## config.mk

```make
export PLATFORM = sky130hd
export DESIGN_NAME = xadc_scan_ctrl
export DESIGN_NICKNAME = d
export VERILOG_FILES = /design/src/rtl/xadc_scan_ctrl.sv
export SDC_FILE = /design/constraint.sdc
export NUM_CORES = 1
export LEC_CHECK = 0
export BUFFER_PORTS_ARGS = -buffer_cell sky130_fd_sc_hd__buf_2
export CORE_MARGIN = 4
export CORE_UTILIZATION = 45
export CTS_CLUSTER_DIAMETER = 200
export DETAILED_ROUTE_END_ITERATION = 8
export PLACE_DENSITY = 0.76
export SETUP_SLACK_MARGIN = 0.02
export SYNTH_ARGS = -nofsm -noshare
export SYNTH_HDL_FRONTEND = slang
export SYNTH_SLANG_ARGS = --single-unit
```

## constraint.sdc

```tcl
create_clock -name clk -period 1.97 [get_ports clk]
set_input_delay 0 -clock clk [delete_from_list [all_inputs] [get_ports clk]]
set_output_delay 0 -clock clk [all_outputs]
set_load 0.02 [all_outputs]
```

## src/rtl/xadc_scan_ctrl.sv

```systemverilog
// xadc_scan_ctrl
//   Multi-channel XADC scan controller. On start it walks the enabled channels
//   in ascending order. For each one it pulses convst, waits for eoc, reads the
//   result over DRP and publishes it on the sample stream and the result bank.
//
//   Optional feature macro: ADC_SCAN_AVG_EN
//     When defined, each channel is converted 2^AVG_LOG2 times and the
//     truncated mean is published. When undefined, one conversion per channel.
//
// Ports
//   clk, reset       system clock (also XADC dclk), synchronous active-high reset
//   start            pulse, begins a scan; dropped while busy
//   continuous       restart automatically after each scan_done
//   ch_mask          enabled channels, latched when a scan starts
//   convst           1-cycle conversion start pulse
//   eoc              end of conversion, asynchronous to clk
//   drp_den          1-cycle DRP read enable
//   drp_daddr        DRP address, valid from den until drdy
//   drp_do           DRP read data; result taken from the top DATA_W bits
//   drp_drdy         DRP data ready
//   busy             scan in progress
//   sample_valid     1-cycle pulse with sample_ch / sample_data
//   sample_ch        channel index of sample_data (held between pulses)
//   sample_data      channel result (held between pulses)
//   result           result bank, channel i at [i*DATA_W +: DATA_W]
//   scan_done        1-cycle pulse at the end of a completed scan
//   timeout_err      sticky; cleared by reset or the next accepted start

module xadc_scan_ctrl #(
    parameter int         NUM_CH       = 4,
    parameter logic [6:0] CH_ADDR_BASE = 7'h1F,
    parameter int         DATA_W       = 12,
    parameter int         TIMEOUT_CYC  = 1023,
    parameter int         AVG_LOG2     = 2
) (
    input  logic                                           clk,
    input  logic                                           reset,
    input  logic                                           start,
    input  logic                                           continuous,
    input  logic [NUM_CH-1:0]                              ch_mask,
    output logic                                           convst,
    input  logic                                           eoc,
    output logic                                           drp_den,
    output logic [6:0]                                     drp_daddr,
    input  logic [15:0]                                    drp_do,
    input  logic                                           drp_drdy,
    output logic                                           busy,
    output logic                                           sample_valid,
    output logic [((NUM_CH > 1) ? $clog2(NUM_CH) : 1)-1:0] sample_ch,
    output logic [DATA_W-1:0]                              sample_data,
    output logic [NUM_CH*DATA_W-1:0]                       result,
    output logic                                           scan_done,
    output logic                                           timeout_err
);

    localparam int CH_W  = (NUM_CH > 1) ? $clog2(NUM_CH) : 1;
    localparam int TMR_W = (TIMEOUT_CYC > 1) ? $clog2(TIMEOUT_CYC + 1) : 1;
    localparam logic [TMR_W-1:0] TMR_MAX = TMR_W'(TIMEOUT_CYC);

    typedef enum logic [2:0] {
        S_IDLE, S_SEL, S_CONV, S_WAIT_EOC, S_READ, S_WAIT_DRDY, S_STORE, S_DONE
    } state_t;

    state_t                   state_q, state_d;
    logic [NUM_CH-1:0]        mask_q, mask_d;
    logic [CH_W-1:0]          idx_q, idx_d;
    logic [TMR_W-1:0]         timer_q, timer_d;
    logic [DATA_W-1:0]        data_q, data_d;
    logic                     restart_q, restart_d;
    logic                     timeout_err_q, timeout_err_d;
    logic                     sample_valid_q, sample_valid_d;
    logic [CH_W-1:0]          sample_ch_q, sample_ch_d;
    logic [DATA_W-1:0]        sample_data_q, sample_data_d;
    logic [NUM_CH*DATA_W-1:0] result_q, result_d;
    logic                     eoc_s1_q, eoc_s1_d;
    logic                     eoc_s2_q, eoc_s2_d;
    logic                     eoc_s3_q, eoc_s3_d;

`ifdef ADC_SCAN_AVG_EN
    localparam int ACC_W = DATA_W + AVG_LOG2;
    localparam int SUB_W = (AVG_LOG2 > 0) ? AVG_LOG2 : 1;
    localparam logic [SUB_W-1:0] SUB_LAST = SUB_W'((1 << AVG_LOG2) - 1);
    logic [ACC_W-1:0] acc_q, acc_d;
    logic [SUB_W-1:0] sub_q, sub_d;
`endif

    logic            eoc_rise;
    logic            found;
    logic [CH_W-1:0] low_idx;
    logic            unused_drp_bits;

    // Low bits of drp_do below the result field are not used.
    assign unused_drp_bits = ^drp_do;

    assign eoc_rise = eoc_s2_q & ~eoc_s3_q;

    always_ff @(posedge clk) begin
        if (reset) begin
            state_q        <= S_IDLE;
            mask_q         <= '0;
            idx_q          <= '0;
            timer_q        <= '0;
            data_q         <= '0;
            restart_q      <= 1'b0;
            timeout_err_q  <= 1'b0;
            sample_valid_q <= 1'b0;
            sample_ch_q    <= '0;
            sample_data_q  <= '0;
            result_q       <= '0;
            eoc_s1_q       <= 1'b0;
            eoc_s2_q       <= 1'b0;
            eoc_s3_q       <= 1'b0;
`ifdef ADC_SCAN_AVG_EN
            acc_q          <= '0;
            sub_q          <= '0;
`endif
        end else begin
            state_q        <= state_d;
            mask_q         <= mask_d;
            idx_q          <= idx_d;
            timer_q        <= timer_d;
            data_q         <= data_d;
            restart_q      <= restart_d;
            timeout_err_q  <= timeout_err_d;
            sample_valid_q <= sample_valid_d;
            sample_ch_q    <= sample_ch_d;
            sample_data_q  <= sample_data_d;
            result_q       <= result_d;
            eoc_s1_q       <= eoc_s1_d;
            eoc_s2_q       <= eoc_s2_d;
            eoc_s3_q       <= eoc_s3_d;
`ifdef ADC_SCAN_AVG_EN
            acc_q          <= acc_d;
            sub_q          <= sub_d;
`endif
        end
    end

    always_comb begin
        state_d        = state_q;
        mask_d         = mask_q;
        idx_d          = idx_q;
        timer_d        = timer_q;
        data_d         = data_q;
        restart_d      = 1'b0;
        timeout_err_d  = timeout_err_q;
        sample_valid_d = 1'b0;
        sample_ch_d    = sample_ch_q;
        sample_data_d  = sample_data_q;
        result_d       = result_q;
        eoc_s1_d       = eoc;
        eoc_s2_d       = eoc_s1_q;
        eoc_s3_d       = eoc_s2_q;
`ifdef ADC_SCAN_AVG_EN
        acc_d          = acc_q;
        sub_d          = sub_q;
`endif
        convst         = 1'b0;
        drp_den        = 1'b0;
        scan_done      = 1'b0;

        // Served channels are cleared from mask_q, so the lowest remaining bit
        // is always the lowest enabled channel at or above the current index.
        found   = 1'b0;
        low_idx = '0;
        for (int i = NUM_CH - 1; i >= 0; i--) begin
            if (mask_q[i]) begin
                found   = 1'b1;
                low_idx = CH_W'(i);
            end
        end

        case (state_q)
            S_IDLE: begin
                if (start || restart_q) begin
                    state_d       = S_SEL;
                    mask_d        = ch_mask;
                    idx_d         = '0;
                    timeout_err_d = 1'b0;
                end
            end
            S_SEL: begin
                if (!found) begin
                    state_d = S_DONE;
                end else begin
                    idx_d   = low_idx;
                    state_d = S_CONV;
`ifdef ADC_SCAN_AVG_EN
                    acc_d   = '0;
                    sub_d   = '0;
`endif
                end
            end
            S_CONV: begin
                // eoc edges are only acted on in WAIT_EOC, so any edge left
                // over from before this conversion is dropped here.
                convst  = 1'b1;
                timer_d = '0;
                state_d = S_WAIT_EOC;
            end
            S_WAIT_EOC: begin
                if (eoc_rise) begin
                    state_d = S_READ;
                end else if (timer_q == TMR_MAX) begin
                    timeout_err_d = 1'b1;
                    state_d       = S_IDLE;
                end else begin
                    timer_d = timer_q + 1'b1;
                end
            end
            S_READ: begin
                drp_den = 1'b1;
                timer_d = '0;
                state_d = S_WAIT_DRDY;
            end
            S_WAIT_DRDY: begin
                if (drp_drdy) begin
`ifdef ADC_SCAN_AVG_EN
                    acc_d = acc_q + ACC_W'(drp_do[15 -: DATA_W]);
                    if (sub_q == SUB_LAST) begin
                        data_d  = acc_d[AVG_LOG2 +: DATA_W];
                        state_d = S_STORE;
                    end else begin
                        sub_d   = sub_q + 1'b1;
                        state_d = S_CONV;
                    end
`else
                    data_d  = drp_do[15 -: DATA_W];
                    state_d = S_STORE;
`endif
                end else if (timer_q == TMR_MAX) begin
                    timeout_err_d = 1'b1;
                    state_d       = S_IDLE;
                end else begin
                    timer_d = timer_q + 1'b1;
                end
            end
            S_STORE: begin
                sample_valid_d = 1'b1;
                sample_ch_d    = idx_q;
                sample_data_d  = data_q;
                for (int i = 0; i < NUM_CH; i++) begin
                    if (idx_q == CH_W'(i)) begin
                        mask_d[i]                    = 1'b0;
                        result_d[i*DATA_W +: DATA_W] = data_q;
                    end
                end
                state_d = S_SEL;
            end
            S_DONE: begin
                scan_done = 1'b1;
                restart_d = continuous;
                state_d   = S_IDLE;
            end
            default: state_d = S_IDLE;
        endcase
    end

    assign busy         = (state_q != S_IDLE);
    assign drp_daddr    = (state_q == S_READ || state_q == S_WAIT_DRDY) ?
                          (CH_ADDR_BASE + 7'(idx_q)) : 7'h00;
    assign sample_valid = sample_valid_q;
    assign sample_ch    = sample_ch_q;
    assign sample_data  = sample_data_q;
    assign result       = result_q;
    assign timeout_err  = timeout_err_q;

endmodule

```

Word-level counts from Yosys, hierarchy flattened
Index checks and enable logic that the tools add are counted.
{ "word_totals": {"in_bits": 26, "register_bits": 99, "output_inout_bits": 75, "elab_cells": 104} }
{ "op_classes": {"muxes": 37, "addsub": 2, "eq_ne": 19, "n_bitwise": 3, "n_reduce_logical": 23} }
{ "ops": {"columns": ["cell", "count"], "rows": [
  ["$mux 10", 3],
  ["$pmux 10 s3", 1],
  ["$pmux 3 s8", 1],
  ["$reduce_and 3->1", 6],
  ["$mux 1", 16],
  ["$ne 2x2->1 const B", 8],
  ["$mux 3", 5],
  ["$eq 3x3->1 const B", 4],
  ["$mux 2", 6],
  ["$add 10x1->10 const B", 1],
  ["$eq 10x10->1 const B", 1],
  ["$reduce_and 2->1", 5],
  ["$reduce_bool 3->1", 3],
  ["$pmux 4 s2", 1],
  ["$add 5x2->6 const A", 1],
  ["$eq 3x2->1 const B", 2],
  ["$mux 6", 1],
  ["$eq 2x2->1 const B", 2],
  ["$mux 4", 1],
  ["$pmux 2 s2", 1],
  ["$reduce_and 4->1", 1],
  ["$reduce_bool 2->1", 2],
  ["$reduce_or 2->1", 2],
  ["$eq 3x1->1 const B", 1],
  ["other kinds (7)", 9]
]} }

Logic depth before layout (Yosys ltp)
{ "logic_depth": {"word_depth": 6, "ltp_mapped": 7, "mapped_depth_nobuf": 6} }

Worst setup path before layout
Ideal clock, no wire load.
{ "synth_path": {"path_kind": "register -> register", "start": "reg timer_q[0]", "end": "reg timer_q[3]", "slack_ps": 344, "setup_time_ps": 59, "n_path_buf": 0, "period_less_slack_ps": 1626, "arrival_ps": 1566, "path_stages_with_launch": 7, "required_time_ps": 1911, "path_cell_list": "dfxtp_1 ha_1 and4_1 nand3_1 nand3_4 or4_1 nand2_1"} }
{ "synth_via": {"elab_chain_len": 4, "elab_cells_between_ends": 6, "cone_classes": "add/sub: 1; eq/ne: 1; mux: 4"} }
{ "synth_rtl": {"columns": ["element", "line", "source"], "rows": [
  ["start, declared", "67", "logic [TMR_W-1:0] timer_q, timer_d;"],
  ["start signal, assigned", "121", "timer_q <= timer_d;"],
  ["$add 10x1->10 / $eq 10x10->1 (equally long branches)", null, null],
  ["$mux 10 *", "204, 231", null],
  ["$mux 10, on equally long branches", "217, 202", null],
  ["$pmux 10 s3 *", "173", "case (state_q)"]
]} }
Mark *: on every way between the ends. The rest lies on a longest branch, timed or not. The select of a mux whose other input is x is not followed.
A chain may end at the register's enable or synchronous reset.

Worst setup path after layout
{ "layout_path": {"start": "reg state_q[0]", "end": "reg result_q[39] (netlist: result[39])"} }
{ "layout_via": {"elab_chain_len": 2} }
{ "layout_rtl": {"columns": ["element", "line", "source"], "rows": [
  ["start, declared", "64", "state_t state_q, state_d;"],
  ["start signal, assigned", "118", "state_q <= state_d;"],
  ["$eq 3x3->1", "173", null],
  ["$reduce_and 2->1 (no line)", null, null],
  ["end signal, assigned", "128", "result_q <= result_d;"],
  ["end, declared", "74", "logic [NUM_CH*DATA_W-1:0] result_q, result_d;"]
]} }
No other way between the ends.

==> flow_metrics.env <==
export IMPL_timing_final_setup_violations=0
export IMPL_grt_pass1_wl_microns=16300
export IMPL_crit_type="flip-flop to flip-flop"
export IMPL_grt_setup_unrepaired="false"
export IMPL_grt_ovfl_total=0
export IMPL_timing_fmax_ghz=0.562
export IMPL_clk_pin_slew_worst_paths_ns=0.10
export IMPL_worst_r2r_endpoint="result[39]$_SDFFE_PP0P_"
export IMPL_kind_of_cell_with_the_highest_combined_delay_on_the_critical_path="simple AND/OR/NAND/NOR gates"
export IMPL_relSlewSlack_pct=56.4
export IMPL_grt_pass1_vias=3420
export IMPL_status="finished, final reports clean"
export IMPL_core_area_sq_mm=0.00838
export IMPL_routed_wl_microns=10300
export IMPL_routedWlPerCell_microns=14.7
export IMPL_maximum_number_of_pins_on_one_net_before_global_route_repair=68
export IMPL_pin_count=101
export IMPL_worst_r2r_setup_slack_ns=0.19
export IMPL_timing_critical_path_from_type="flip-flop"
export IMPL_clock_latency_ns=0.36
export IMPL_dieArea_sq_mm=0.0103
export IMPL_cp_startpoint="state_q[0]$_SDFFE_PP0P_"
export IMPL_cts_root_buf="sky130_fd_sc_hd__clkbuf_8"
export IMPL_max_cap_viol_count=0
export IMPL_cts_setup_buffers=0
export IMPL_h_tree_depth=3
export IMPL_grt_total_usage_pct=19.9
export IMPL_synth_area_sq_mm=0.00395
export IMPL_1st_iter_drt_viols=130
export IMPL_antenna_violating_nets_post_route=0
export IMPL_setup_tns_ns=0
export IMPL_crit_path_top_delay_cell="sky130_fd_sc_hd__and2_1"
export IMPL_reg2regPathDepth=5
export IMPL_route_detailed_drc=0
export IMPL_ys_dominant_reg_cell="sky130_fd_sc_hd__dfxtp_1"
export IMPL_worstPathCellList="inv_2 -> and3_1 -> and2_1 -> nand2_1 -> a21oi_1"
export IMPL_clock_skew_final_ns=0.00940
export IMPL_clkSinkCount=99
export IMPL_dieWidth_microns=102
export IMPL_cell_taking_the_most_area_after_synthesis="sky130_fd_sc_hd__dfxtp_1"
export IMPL_worstHoldEndpoint="sample_valid$_SDFF_PP0_"
export IMPL_synth_avg_cell_area_sq_um=7.97
export IMPL_yosys_mux_area_fraction_pct=0.507
export IMPL_synth_simple_gate_area_share_pct=25.6
export IMPL_average_via_count_per_standard_cell=5.26
export IMPL_largest_family_of_logic_cells_by_synthesized_area="simple AND/OR/NAND/NOR gates"
export IMPL_total_cts_buffers=9
export IMPL_synthArstFlopShare_pct=0
export IMPL_finalWeightedCongestion=0.895
export IMPL_holdWs_ns=0.0703
export IMPL_worst_r2r_startpoint="state_q[0]$_SDFFE_PP0P_"
export IMPL_detailedRoute_firstPassIterationCount=5
export IMPL_syn_inst=495
export IMPL_fin_crit_sh_pct=90.3
export IMPL_max_stage_delay_ns=0.47
export IMPL_worstSetupEndpointType="flip-flop"
export IMPL_tritoncts="done"
export IMPL_synth_edff_count=0
export IMPL_slew_violations=0
export IMPL_layout_nets=626
export IMPL_crit_buf_inv=1
export IMPL_synth_compound_area_share_pct=16.3
export IMPL_port_buffers=95
export IMPL_flip_flop_and_latch_count_after_synthesis=99
export IMPL_global_route_usage_met1_pct=25.9
export IMPL_placementRows=33
export IMPL_min_delay_path_depth=2
export IMPL_grt_use_met3_pct=2.96
export IMPL_hold_path_class="input port to flip-flop"
export IMPL_final_min_clock_period_ns=1.78
export IMPL_drive_gt1_share_pct=21.4
export IMPL_top_usage_layer="met2"
export IMPL_effective_utilization_at_floorplan_pct=47.1
export IMPL_vias=3700
export IMPL_cp_data_arrival_time_ns=2.07
export IMPL_crit_path_max_fanout=13
export IMPL_detailed_place_hpwl_microns=7140
export IMPL_synthXorXnorAreaFrac_pct=0.666
export IMPL_holdCritStartpoint="reset"
export IMPL_p_leak_nw=1.99
export IMPL_postSynthNetCount=527
export IMPL_synth_top_area_cells="sky130_fd_sc_hd__dfxtp_1, sky130_fd_sc_hd__nand2_1, sky130_fd_sc_hd__a21oi_1"
export IMPL_cp_required_ns=2.26
export IMPL_slew_at_the_pin_with_the_worst_max_slew_slack_ns=0.654
export IMPL_ant_cells=0
export IMPL_powerDensity_mw_per_mm2=807
export IMPL_global_route_usage_met2_pct=34.0
export IMPL_floorplan_die_height_microns=102
export IMPL_antenna_found_initial=0
export IMPL_number_of_unique_standard_cell_types_used_by_synthesis=46
export IMPL_clock_path_buffers=2
export IMPL_yosys_area_top_type_share_pct=50.2
export IMPL_synth_warnings=0
export IMPL_peakVddDrop_uv=449
export IMPL_synth_sequential_area_ratio_pct=50.2
export IMPL_timing_hold_violations_final=0
export IMPL_syn_to_final_growth_pct=22.6
export IMPL_yosys_area_share_adder_pct=1.90
[flip-flops by register name, indices dropped and copies added, names as in the netlist]
name          flops
result           48
eoc_s1_q          1
mask_q            4
idx_q             2
timeout_err       1
eoc_s3_q          1
timer_q          10
eoc_s2_q          1
sample_data      12
data_q           12
sample_ch         2
state_q           3
restart_q         1
sample_valid      1
[cell usage after synthesis (all sizes together) (2+ instances only)]
| cell type | count |
|---|---|
| nand2 | 164 |
| dfxtp | 99 |
| a21oi | 85 |
| buf | 18 |
| nor2 | 18 |
| o21ai | 15 |
| clkbuf | 14 |
| inv | 8 |
| nand3 | 7 |
| nor3 | 7 |
| and3 | 6 |
| ha | 6 |
| and2 | 5 |
| nor2b | 5 |
| a31oi | 4 |
| nand2b | 3 |
| or3 | 3 |
| xor2 | 3 |
| a211oi | 2 |
| mux2i | 2 |
| nand4 | 2 |
| or3b | 2 |
[through the flow]
step	power (mW)	std cells	util, %	worst slack, ns	cell area (sq um)
detailed placement	2.54	670	53.1	0.216	4450
CTS	3.91	704	57.7	0.190	4840
global route	4.04	704	57.7	0.0529	4840
global placement	2.54	670	53.1	0.246	4450
floorplan	2.44	495	-	0.344	3950
finish	3.90	704	57.7	0.191	4840
[worst register-to-register path, cell delays in order (launching register included)]
cell,delay (ns)
sky130_fd_sc_hd__dfxtp_1,0.45
sky130_fd_sc_hd__inv_2,0.19
sky130_fd_sc_hd__and3_1,0.34
sky130_fd_sc_hd__and2_1,0.47
sky130_fd_sc_hd__nand2_1,0.10
sky130_fd_sc_hd__a21oi_1,0.16
[report_power, final]
group | total [mW] | switching (mW) | internal, mW
clock | 1.36 | 0.728 | 0.636
combinational | 0.459 | 0.274 | 0.185
sequential | 2.08 | 0.0505 | 2.03
[layout by cell type, fill, tap and decap left out, types with 6 or more instances in the layout]
cell / instances
sky130_fd_sc_hd__nand2_1: 164
sky130_fd_sc_hd__dfxtp_1: 99
sky130_fd_sc_hd__buf_2: 95
sky130_fd_sc_hd__a21oi_1: 85
sky130_fd_sc_hd__dlygate4sd3_1: 18
sky130_fd_sc_hd__nor2_1: 17
sky130_fd_sc_hd__o21ai_0: 15
sky130_fd_sc_hd__clkbuf_8: 10
sky130_fd_sc_hd__inv_1: 7
sky130_fd_sc_hd__nor3_1: 7
sky130_fd_sc_hd__buf_4: 7
sky130_fd_sc_hd__and3_1: 6
sky130_fd_sc_hd__nand3_1: 6
sky130_fd_sc_hd__ha_1: 6
[layer usage]
metal,vias up,share of wire [%]
li1,1836,-
met1,1700,41
met2,156,48
met3,8,9.2
met4,0,1.0
met5,-,0
[cell families (layout without fill, tap and decap cells)]
family / Yosys count / after routing
and+or+nand+nor: 229 / 229
buffers and inverters: 40 / 144
AOI/OAI and AO/OA: 115 / 115
other: 1 / 1
adders and majority gates: 6 / 6
xor gates and xnor gates: 3 / 3
muxes: 2 / 2
DFF: 99 / 99
[how the worst max path moves through the flow]
stage	endpoint	cells after the start
6_report	result[39]$_SDFFE_PP0P_	5
5_1_grt	result[9]$_SDFFE_PP0P_	5
4_1_cts	state_q[1]$_SDFFE_PP0P_	6
3_5_place_dp	state_q[1]$_SDFFE_PP0P_	6
3_3_place_gp	state_q[1]$_SDFFE_PP0P_	6
2_1_floorplan	timer_q[3]$_SDFFE_PP0P_	6
[final cells by class]
class	count	area, sq um
clock inverters	6	71.3
flip-flops and latches	99	1980
inverters	8	30.0
repair buffers	120	708
fillers	762	3540
clock buffers	10	138
well taps	105	131
multi-input cells	356	1780
[repair_timing]
item	in CTS	in global routing
hold buffers	18	0
hold endpoints to repair	18	0
resized for setup	0	0
endpoints found under the setup margin	0	0
No activity file was read; power rests on OpenSTA's default activity.
